## src/rtl/vdp_pkg.sv

```systemverilog
// Shared types and constants for the VDP control/data port initiator.
package vdp_pkg;

  typedef enum logic [1:0] {
    VRAM_RD = 2'd0,
    VRAM_WR = 2'd1,
    REG_WR  = 2'd2,
    CRAM_WR = 2'd3
  } vdp_op_t;

  // Top two bits of the second control byte when writing a VDP register.
  localparam logic [1:0] REG_WR_PREFIX = 2'b10;

  function automatic int max3(input int a, input int b, input int c);
    int m;
    m = (a > b) ? a : b;
    return (m > c) ? m : c;
  endfunction

  function automatic logic op_is_write(input vdp_op_t op);
    return (op == VRAM_WR) || (op == CRAM_WR);
  endfunction

endpackage

```

## src/rtl/vdp_phase_timer.sv

```systemverilog
// Loadable down-counter shared by the GO, REC and RD_WAIT phases.
// Load with (cycles - 1); done is high on the last cycle of the phase.
module vdp_phase_timer #(
  parameter int W = 3
) (
  input  logic         clk,
  input  logic         rst,
  input  logic         load_i,
  input  logic [W-1:0] load_val_i,
  output logic         done_o
);

  logic [W-1:0] cnt_q, cnt_d;

  // Reload on phase entry, otherwise count down and park at zero.
  always_comb begin
    cnt_d = cnt_q;
    if (load_i) begin
      cnt_d = load_val_i;
    end else if (cnt_q != '0) begin
      cnt_d = cnt_q - 1'b1;
    end
  end

  // Counter register.
  always_ff @(posedge clk or posedge rst) begin
    if (rst) begin
      cnt_q <= '0;
    end else begin
      cnt_q <= cnt_d;
    end
  end

  assign done_o = (cnt_q == '0);

endmodule

```

## src/rtl/vdp_port_master.sv

```systemverilog
// CPU-side initiator for the VDP control/data port: turns commands and
// streamed beats into paced byte transfers on MODE/CSR_L/CSW_L/vdp_go.
//
// state    | meaning
// ---------+------------------------------------------------------------
// IDLE     | no stream context, waiting for a command
// C1_SETUP | first control byte: MODE/data/CSW_L driven, go low
// C1_GO    | first control byte: go high
// C1_REC   | first control byte: recovery, go low, strobe released
// C2_SETUP | second control byte setup
// C2_GO    | second control byte go pulse
// C2_REC   | second control byte recovery
// STREAM   | address set up, accepting commands / data beats / read requests
// D_SETUP  | data byte setup (MODE=0, CSW_L or CSR_L low)
// D_GO     | data byte go pulse
// D_REC    | data byte recovery
// RD_WAIT  | waiting out the VDP read latency
// RD_CAP   | sampling vdp_data_in
module vdp_port_master
  import vdp_pkg::*;
#(
  parameter int GO_HIGH_CYC = 2,
  parameter int GO_LOW_CYC  = 2,
  parameter int RD_LAT      = 4
) (
  input  logic        clk,
  input  logic        rst,
  input  logic        cmd_valid,
  output logic        cmd_ready,
  input  logic [1:0]  cmd_op,
  input  logic [13:0] cmd_addr,
  input  logic [7:0]  cmd_reg_data,
  input  logic        wr_valid,
  output logic        wr_ready,
  input  logic [7:0]  wr_data,
  input  logic        rd_req,
  output logic        rd_ack,
  output logic        rd_valid,
  output logic [7:0]  rd_data,
  output logic        busy,
  output logic        MODE,
  output logic        CSR_L,
  output logic        CSW_L,
  output logic        vdp_go,
  output logic [7:0]  vdp_data_out,
  input  logic [7:0]  vdp_data_in
);

  localparam int TW = $clog2(max3(GO_HIGH_CYC, GO_LOW_CYC, RD_LAT)) + 1;
  // RD_LAT is measured from the go falling edge, so the recovery phase
  // already covers part of it; RD_WAIT only makes up the remainder.
  localparam int RD_WAIT_CYC = (RD_LAT > GO_LOW_CYC) ? (RD_LAT - GO_LOW_CYC) : 1;
  localparam logic [TW-1:0] LD_GO  = TW'(GO_HIGH_CYC - 1);
  localparam logic [TW-1:0] LD_REC = TW'(GO_LOW_CYC - 1);
  localparam logic [TW-1:0] LD_RDW = TW'(RD_WAIT_CYC - 1);

  typedef enum logic [3:0] {
    IDLE, C1_SETUP, C1_GO, C1_REC, C2_SETUP, C2_GO, C2_REC,
    STREAM, D_SETUP, D_GO, D_REC, RD_WAIT, RD_CAP
  } state_t;

  state_t      state_q, state_d;
  vdp_op_t     op_q, op_d, new_op;
  logic [7:0]  byte2_q, byte2_d;
  logic        rd_dir_q, rd_dir_d;
  logic        mode_q, mode_d;
  logic [7:0]  dout_q, dout_d;
  logic        go_q, go_d;
  logic        csw_l_q, csw_l_d;
  logic        csr_l_q, csr_l_d;
  logic        busy_q, busy_d;
  logic        rd_valid_q;
  logic [7:0]  rd_data_q;
  logic        tmr_load, tmr_done;
  logic [TW-1:0] tmr_val;

  vdp_phase_timer #(.W(TW)) u_timer (
    .clk        (clk),
    .rst        (rst),
    .load_i     (tmr_load),
    .load_val_i (tmr_val),
    .done_o     (tmr_done)
  );

  assign new_op = vdp_op_t'(cmd_op);

  // Handshakes, next state, command latch and pin values for the next cycle.
  always_comb begin
    state_d  = state_q;
    op_d     = op_q;
    byte2_d  = byte2_q;
    rd_dir_d = rd_dir_q;
    mode_d   = mode_q;
    dout_d   = dout_q;
    tmr_load = 1'b0;
    tmr_val  = '0;

    cmd_ready = (state_q == IDLE) || (state_q == STREAM);
    wr_ready  = (state_q == STREAM) && !cmd_valid && op_is_write(op_q);
    rd_ack    = (state_q == STREAM) && !cmd_valid && (op_q == VRAM_RD);

    if (cmd_valid && cmd_ready) begin
      state_d = C1_SETUP;
      op_d    = new_op;
      mode_d  = 1'b1;
      if (new_op == REG_WR) begin
        dout_d  = cmd_reg_data;
        byte2_d = {REG_WR_PREFIX, 2'b00, cmd_addr[3:0]};
      end else begin
        dout_d  = cmd_addr[7:0];
        byte2_d = {cmd_op, cmd_addr[13:8]};
      end
    end else begin
      case (state_q)
        STREAM: begin
          if (wr_valid && wr_ready) begin
            state_d  = D_SETUP;
            mode_d   = 1'b0;
            dout_d   = wr_data;
            rd_dir_d = 1'b0;
          end else if (rd_req && rd_ack) begin
            state_d  = D_SETUP;
            mode_d   = 1'b0;
            rd_dir_d = 1'b1;
          end
        end
        C1_SETUP, C2_SETUP, D_SETUP: begin
          state_d  = (state_q == C1_SETUP) ? C1_GO : (state_q == C2_SETUP) ? C2_GO : D_GO;
          tmr_load = 1'b1;
          tmr_val  = LD_GO;
        end
        C1_GO, C2_GO, D_GO: begin
          if (tmr_done) begin
            state_d  = (state_q == C1_GO) ? C1_REC : (state_q == C2_GO) ? C2_REC : D_REC;
            tmr_load = 1'b1;
            tmr_val  = LD_REC;
          end
        end
        C1_REC: begin
          if (tmr_done) begin
            state_d = C2_SETUP;
            dout_d  = byte2_q;
          end
        end
        C2_REC: begin
          if (tmr_done) begin
            state_d = (op_q == REG_WR) ? IDLE : STREAM;
          end
        end
        D_REC: begin
          if (tmr_done) begin
            if (rd_dir_q) begin
              state_d  = RD_WAIT;
              tmr_load = 1'b1;
              tmr_val  = LD_RDW;
            end else begin
              state_d = STREAM;
            end
          end
        end
        RD_WAIT: begin
          if (tmr_done) begin
            state_d = RD_CAP;
          end
        end
        RD_CAP: state_d = STREAM;
        default: state_d = state_q;
      endcase
    end

    go_d    = state_d inside {C1_GO, C2_GO, D_GO};
    csw_l_d = !((state_d inside {C1_SETUP, C1_GO, C2_SETUP, C2_GO}) ||
                ((state_d inside {D_SETUP, D_GO}) && !rd_dir_d));
    csr_l_d = !((state_d inside {D_SETUP, D_GO}) && rd_dir_d);
    busy_d  = state_d inside {C1_SETUP, C1_GO, C1_REC, C2_SETUP, C2_GO, C2_REC,
                              D_SETUP, D_GO, D_REC};
  end

  // State, command latch and registered port pins.
  always_ff @(posedge clk or posedge rst) begin
    if (rst) begin
      state_q    <= IDLE;
      op_q       <= VRAM_RD;
      byte2_q    <= '0;
      rd_dir_q   <= 1'b0;
      mode_q     <= 1'b1;
      dout_q     <= '0;
      go_q       <= 1'b0;
      csw_l_q    <= 1'b1;
      csr_l_q    <= 1'b1;
      busy_q     <= 1'b0;
      rd_valid_q <= 1'b0;
      rd_data_q  <= '0;
    end else begin
      state_q    <= state_d;
      op_q       <= op_d;
      byte2_q    <= byte2_d;
      rd_dir_q   <= rd_dir_d;
      mode_q     <= mode_d;
      dout_q     <= dout_d;
      go_q       <= go_d;
      csw_l_q    <= csw_l_d;
      csr_l_q    <= csr_l_d;
      busy_q     <= busy_d;
      rd_valid_q <= (state_q == RD_CAP);
      if (state_q == RD_CAP) begin
        rd_data_q <= vdp_data_in;
      end
    end
  end

  assign MODE         = mode_q;
  assign vdp_data_out = dout_q;
  assign vdp_go       = go_q;
  assign CSW_L        = csw_l_q;
  assign CSR_L        = csr_l_q;
  assign busy         = busy_q;
  assign rd_valid     = rd_valid_q;
  assign rd_data      = rd_data_q;

endmodule

```

## config.mk

```make
export PLATFORM = sky130hd
export DESIGN_NAME = vdp_port_master
export DESIGN_NICKNAME = d
export VERILOG_FILES = /design/src/rtl/vdp_pkg.sv /design/src/rtl/vdp_phase_timer.sv /design/src/rtl/vdp_port_master.sv
export SDC_FILE = /design/constraint.sdc
export NUM_CORES = 1
export LEC_CHECK = 0
export BUFFER_PORTS_ARGS = -buffer_cell sky130_fd_sc_hd__buf_2
export CORE_ASPECT_RATIO = 0.7
export CORE_UTILIZATION = 52
export DETAILED_ROUTE_END_ITERATION = 12
export PLACE_DENSITY = 0.89
export SETUP_SLACK_MARGIN = 0.15
export SYNTH_ARGS = -nofsm -noshare
export SYNTH_HDL_FRONTEND = slang
export SYNTH_SLANG_ARGS = --single-unit
export TNS_END_PERCENT = 30
```

## constraint.sdc

```tcl
create_clock -name clk -period 2.6 [get_ports clk]
set_clock_uncertainty 0.05 [all_clocks]
set_input_delay 0.26 -clock clk [delete_from_list [all_inputs] [get_ports clk]]
set_output_delay 0.26 -clock clk [all_outputs]
set_load 0.03 [all_outputs]
```

==> results by group <==
Finish
  • Final Util: 0.672
  • Number of antenna diodes: 0
  • Net total in the final layout: 372
  • Area occupied by registers: 0.00100 mm^2
  • Layout fillers: 365
  • Area growth, synth to finish: 24.1%
  • Fraction of layout cells with a size suffix above 1: 0.366
  • Final Non-Filler Cells: 380
  • Area taken by multi-input logic gates: 0.00125 mm^2

Floorplanning
  • Core area: 0.00433 mm^2
  • Die outline area: 0.00479 mm^2
  • I/O pins: 70
  • Height of the chip: 58.2 um
  • Standard-cell rows: 20
  • Starting utilization of the core area: 0.542
  • Die width: 82.3 um

Detailed routing
  • Number of violations reported at the end of detailed-routing iteration 0: 225
  • Via count: 2117
  • Count of antenna-violating nets left after detailed routing: 0
  • Post-route DRC: 0
  • Post-DR vias/cell: 5.57
  • WL final: 5530 um
  • Detail-routed net length per standard cell: 14.6 um
  • Detailed Routing Iterations Pass 1: 4

Placed design
  • Number of instances in the placed design: 373
  • I/O Buffers: 69
  • Gpl congestion: 0.918
  • Detailed-placement wirelength estimate: 3960 um

Clock network
  • CTS sink cnt: 40
  • Post-CTS Repair Setup Buffers: 0
  • Max Buffers Root-to-Sink: 2
  • CTS tree: yes
  • Hold-fix buffers at CTS: 0
  • Number of buffers inserted during clock tree synthesis: 5
  • Clock transition at the register clock pins on the worst setup and hold paths after CTS: 80 ps
  • Clock root buffer: sky130_fd_sc_hd__clkbuf_8
  • Insertion delay of the later-clocked pin in the worst-skew pair: 290 ps
  • Number of levels the H-tree was split into: 2

STA
  • Unrepaired setup endpoints after global routing: yes
  • Tightest Pin Transition: 793 ps
  • Total Neg Setup Slack: 0 ps
  • Rel. slew slack: 0.470
  • Setup violation total in the final timing report: 0
  • Time the worst path needs with I/O delays and setup: 2380 ps
  • Achievable frequency: 419 MHz
  • Number of pins with negative max-slew slack in the final report: 0
  • Final hold violations: 0
  • Period utilization: 0.917

Synth
  • Dominant cells by area after synthesis: sky130_fd_sc_hd__dfrtp_1 39%, sky130_fd_sc_hd__nand2_1 8.0%, sky130_fd_sc_hd__mux2_2 7.7%, sky130_fd_sc_hd__a31oi_1 4.8%, sky130_fd_sc_hd__dfstp_2 3.4%
  • Sequential cell area fraction in the yosys report: 0.428
  • Synth warn: 0
  • Syn Area/Cell: 9.20 um^2
  • Cells after synthesis: 255
  • Number of synthesized register bits: 40
  • Cell taking the most area after synthesis: sky130_fd_sc_hd__dfrtp_1
  • Share of the synthesized area in the top cell type: 0.395
  • Number of distinct standard cells referenced by the synthesized netlist: 52
  • Post-Syn Nets: 302
  • Cell area after technology mapping: 0.00234 mm^2

Setup path
  • Setup crit start kind: flip-flop
  • Max FO, Critical Path: 7
  • Critical path required time: 2730 ps
  • Crit end category: flip-flop
  • Data arrival, critical path: 2510 ps
  • R2R Setup Slk: 220 ps
  • Setup Crit Path Kind: reg -> reg

Min path
  • Path class of the lowest-slack min-delay path: in -> async

Pwr
  • Largest vdd supply drop: 0.873 mV
  • PwrDens: 1380 mW/mm^2
  • Power consumption: 4.01 mW
  • Reported leakage power: 1.38 nW

GRT
  • First-pass GRT wire length: 8570 um
  • Global-route usage over all layers: 0.242
  • Vias in the first global route: 1856
  • Largest net degree at the start of global routing: 41
  • Number of antenna violations at the first check in global routing: 0
  • Aggregate global routing overflow: 0

Status
  • Status: complete, no violations

Run
  • Max-cap violations: 0
## layer usage
metal | track usage | share of wire
met4 | 0.0627 | 0.013
met2 | 0.370 | 0.46
met3 | 0.0614 | 0.076
met1 | 0.343 | 0.45
met5 | 0 | 0
## stage by stage
stage,setup slack [ps],instance area [um^2],hold WS (ps)
global placement,359,2760,347
CTS,205,2890,39.1
floorplan,330,2340,280
detailed placement,238,2760,354
finish,216,2910,22.0
global route,148,2910,59.3
## repair_timing
action                                 CTS  global route
endpoints found under the hold margin    0             0
gates resized for setup                  0             4
setup endpoints to repair                0             3
## cells by family after synthesis
family                     share of synthesized area
AOI/OAI and AO/OA                              0.175
xor gates and xnor gates                     0.00374
adders and majority gates                     0.0149
buffers and inverters                         0.0507
DFF                                            0.428
muxes                                         0.0811
and+or+nand+nor                                0.247
## Yosys cell counts, drive strengths merged
master,count
nand2,50
dfrtp,37
a31oi,18
mux2,16
nor2,14
a211oi,10
buf,10
inv,9
nand2b,8
nor2b,8
nor3,7
a21oi,6
o21ai,6
clkbuf,5
nand3,5
and2,4
a31o,3
dfstp,3
nand3b,3
o31ai,3
a22o,2
and2b,2
and3,2
and3b,2
ha,2
or3,2
a21bo,1
a22oi,1
a2bb2oi,1
a32o,1
a32oi,1
and4bb,1
maj3,1
mux2i,1
nand4,1
nor4,1
nor4b,1
o2111ai,1
o21bai,1
o22ai,1
o2bb2ai,1
o311a,1
or3b,1
xnor2,1
## path summary, 6_finish.rpt
| path | startpoint | endpoint | cells past startpoint |
|---|---|---|---|
| hold reg to reg | byte2_q[5] | byte2_q[5] | 2 |
| setup / recovery | u_timer.cnt_q[0] | busy | 8 |
| setup reg to reg | u_timer.cnt_q[0] | busy | 8 |
| min in group clk | wr_valid | MODE | 2 |
| hold / removal | rst | rd_data[4] | 3 |
| max in group asynchronous | rst | MODE | 3 |
## layout make-up
| cell class | instances | share of cell area |
|---|---|---|
| Multi-Input combinational cell | 191 | 0.429 |
| Sequential cell | 40 | 0.345 |
| Timing Repair Buffer | 78 | 0.146 |
| Clock buffer | 5 | 0.0237 |
| Tap cell | 55 | 0.0237 |
| Clock inverter | 2 | 0.0206 |
| Inverter | 9 | 0.0116 |
## power by group
group | switching, mW | total, mW | internal (mW)
logic | 1.28 | 2.19 | 0.911
registers | 0.287 | 1.23 | 0.940
clock network | 0.209 | 0.587 | 0.378
total | 1.78 | 4.01 | 2.23
## cells in the final DEF, fill, tap and decap left out, drive strengths merged, types with 2 or more instances in the layout
| cell type | count |
|---|---|
| a31o | 3 |
| nand3b | 3 |
| a31oi | 18 |
| clkbuf | 5 |
| a21oi | 6 |
| mux2 | 16 |
| nor2b | 8 |
| nand2 | 50 |
| o21ai | 6 |
| a211oi | 10 |
| dfstp | 3 |
| buf | 78 |
| nor3 | 7 |
| ha | 2 |
| nand3 | 5 |
| dfrtp | 37 |
| bufinv | 2 |
| o31ai | 3 |
| or3 | 2 |
| inv | 9 |
| nor2 | 14 |
| and3 | 2 |
| nand2b | 8 |
| and3b | 2 |
| and2 | 4 |
| and2b | 2 |
| a22o | 2 |
## critical path: stages (launching register included)
cell and delay (ps):
sky130_fd_sc_hd__dfrtp_1 330, sky130_fd_sc_hd__inv_1 80, sky130_fd_sc_hd__ha_1 250, sky130_fd_sc_hd__nand2b_1 260, sky130_fd_sc_hd__maj3_1 250, sky130_fd_sc_hd__nor2_1 60, sky130_fd_sc_hd__or3_4 410, sky130_fd_sc_hd__or3b_1 400
sky130_fd_sc_hd__a32o_1 210
## flip-flops by register name (all words and copies together), names as in the netlist
name / cells
rd_valid: 1
rd_data: 8
CSW_L: 1
byte2_q: 8
busy: 1
MODE: 1
vdp_data_out: 8
CSR_L: 1
rd_dir_q: 1
op_q: 2
vdp_go: 1
state_q: 4
u_timer.cnt_q: 3
Power figures use the tool's default switching activity.
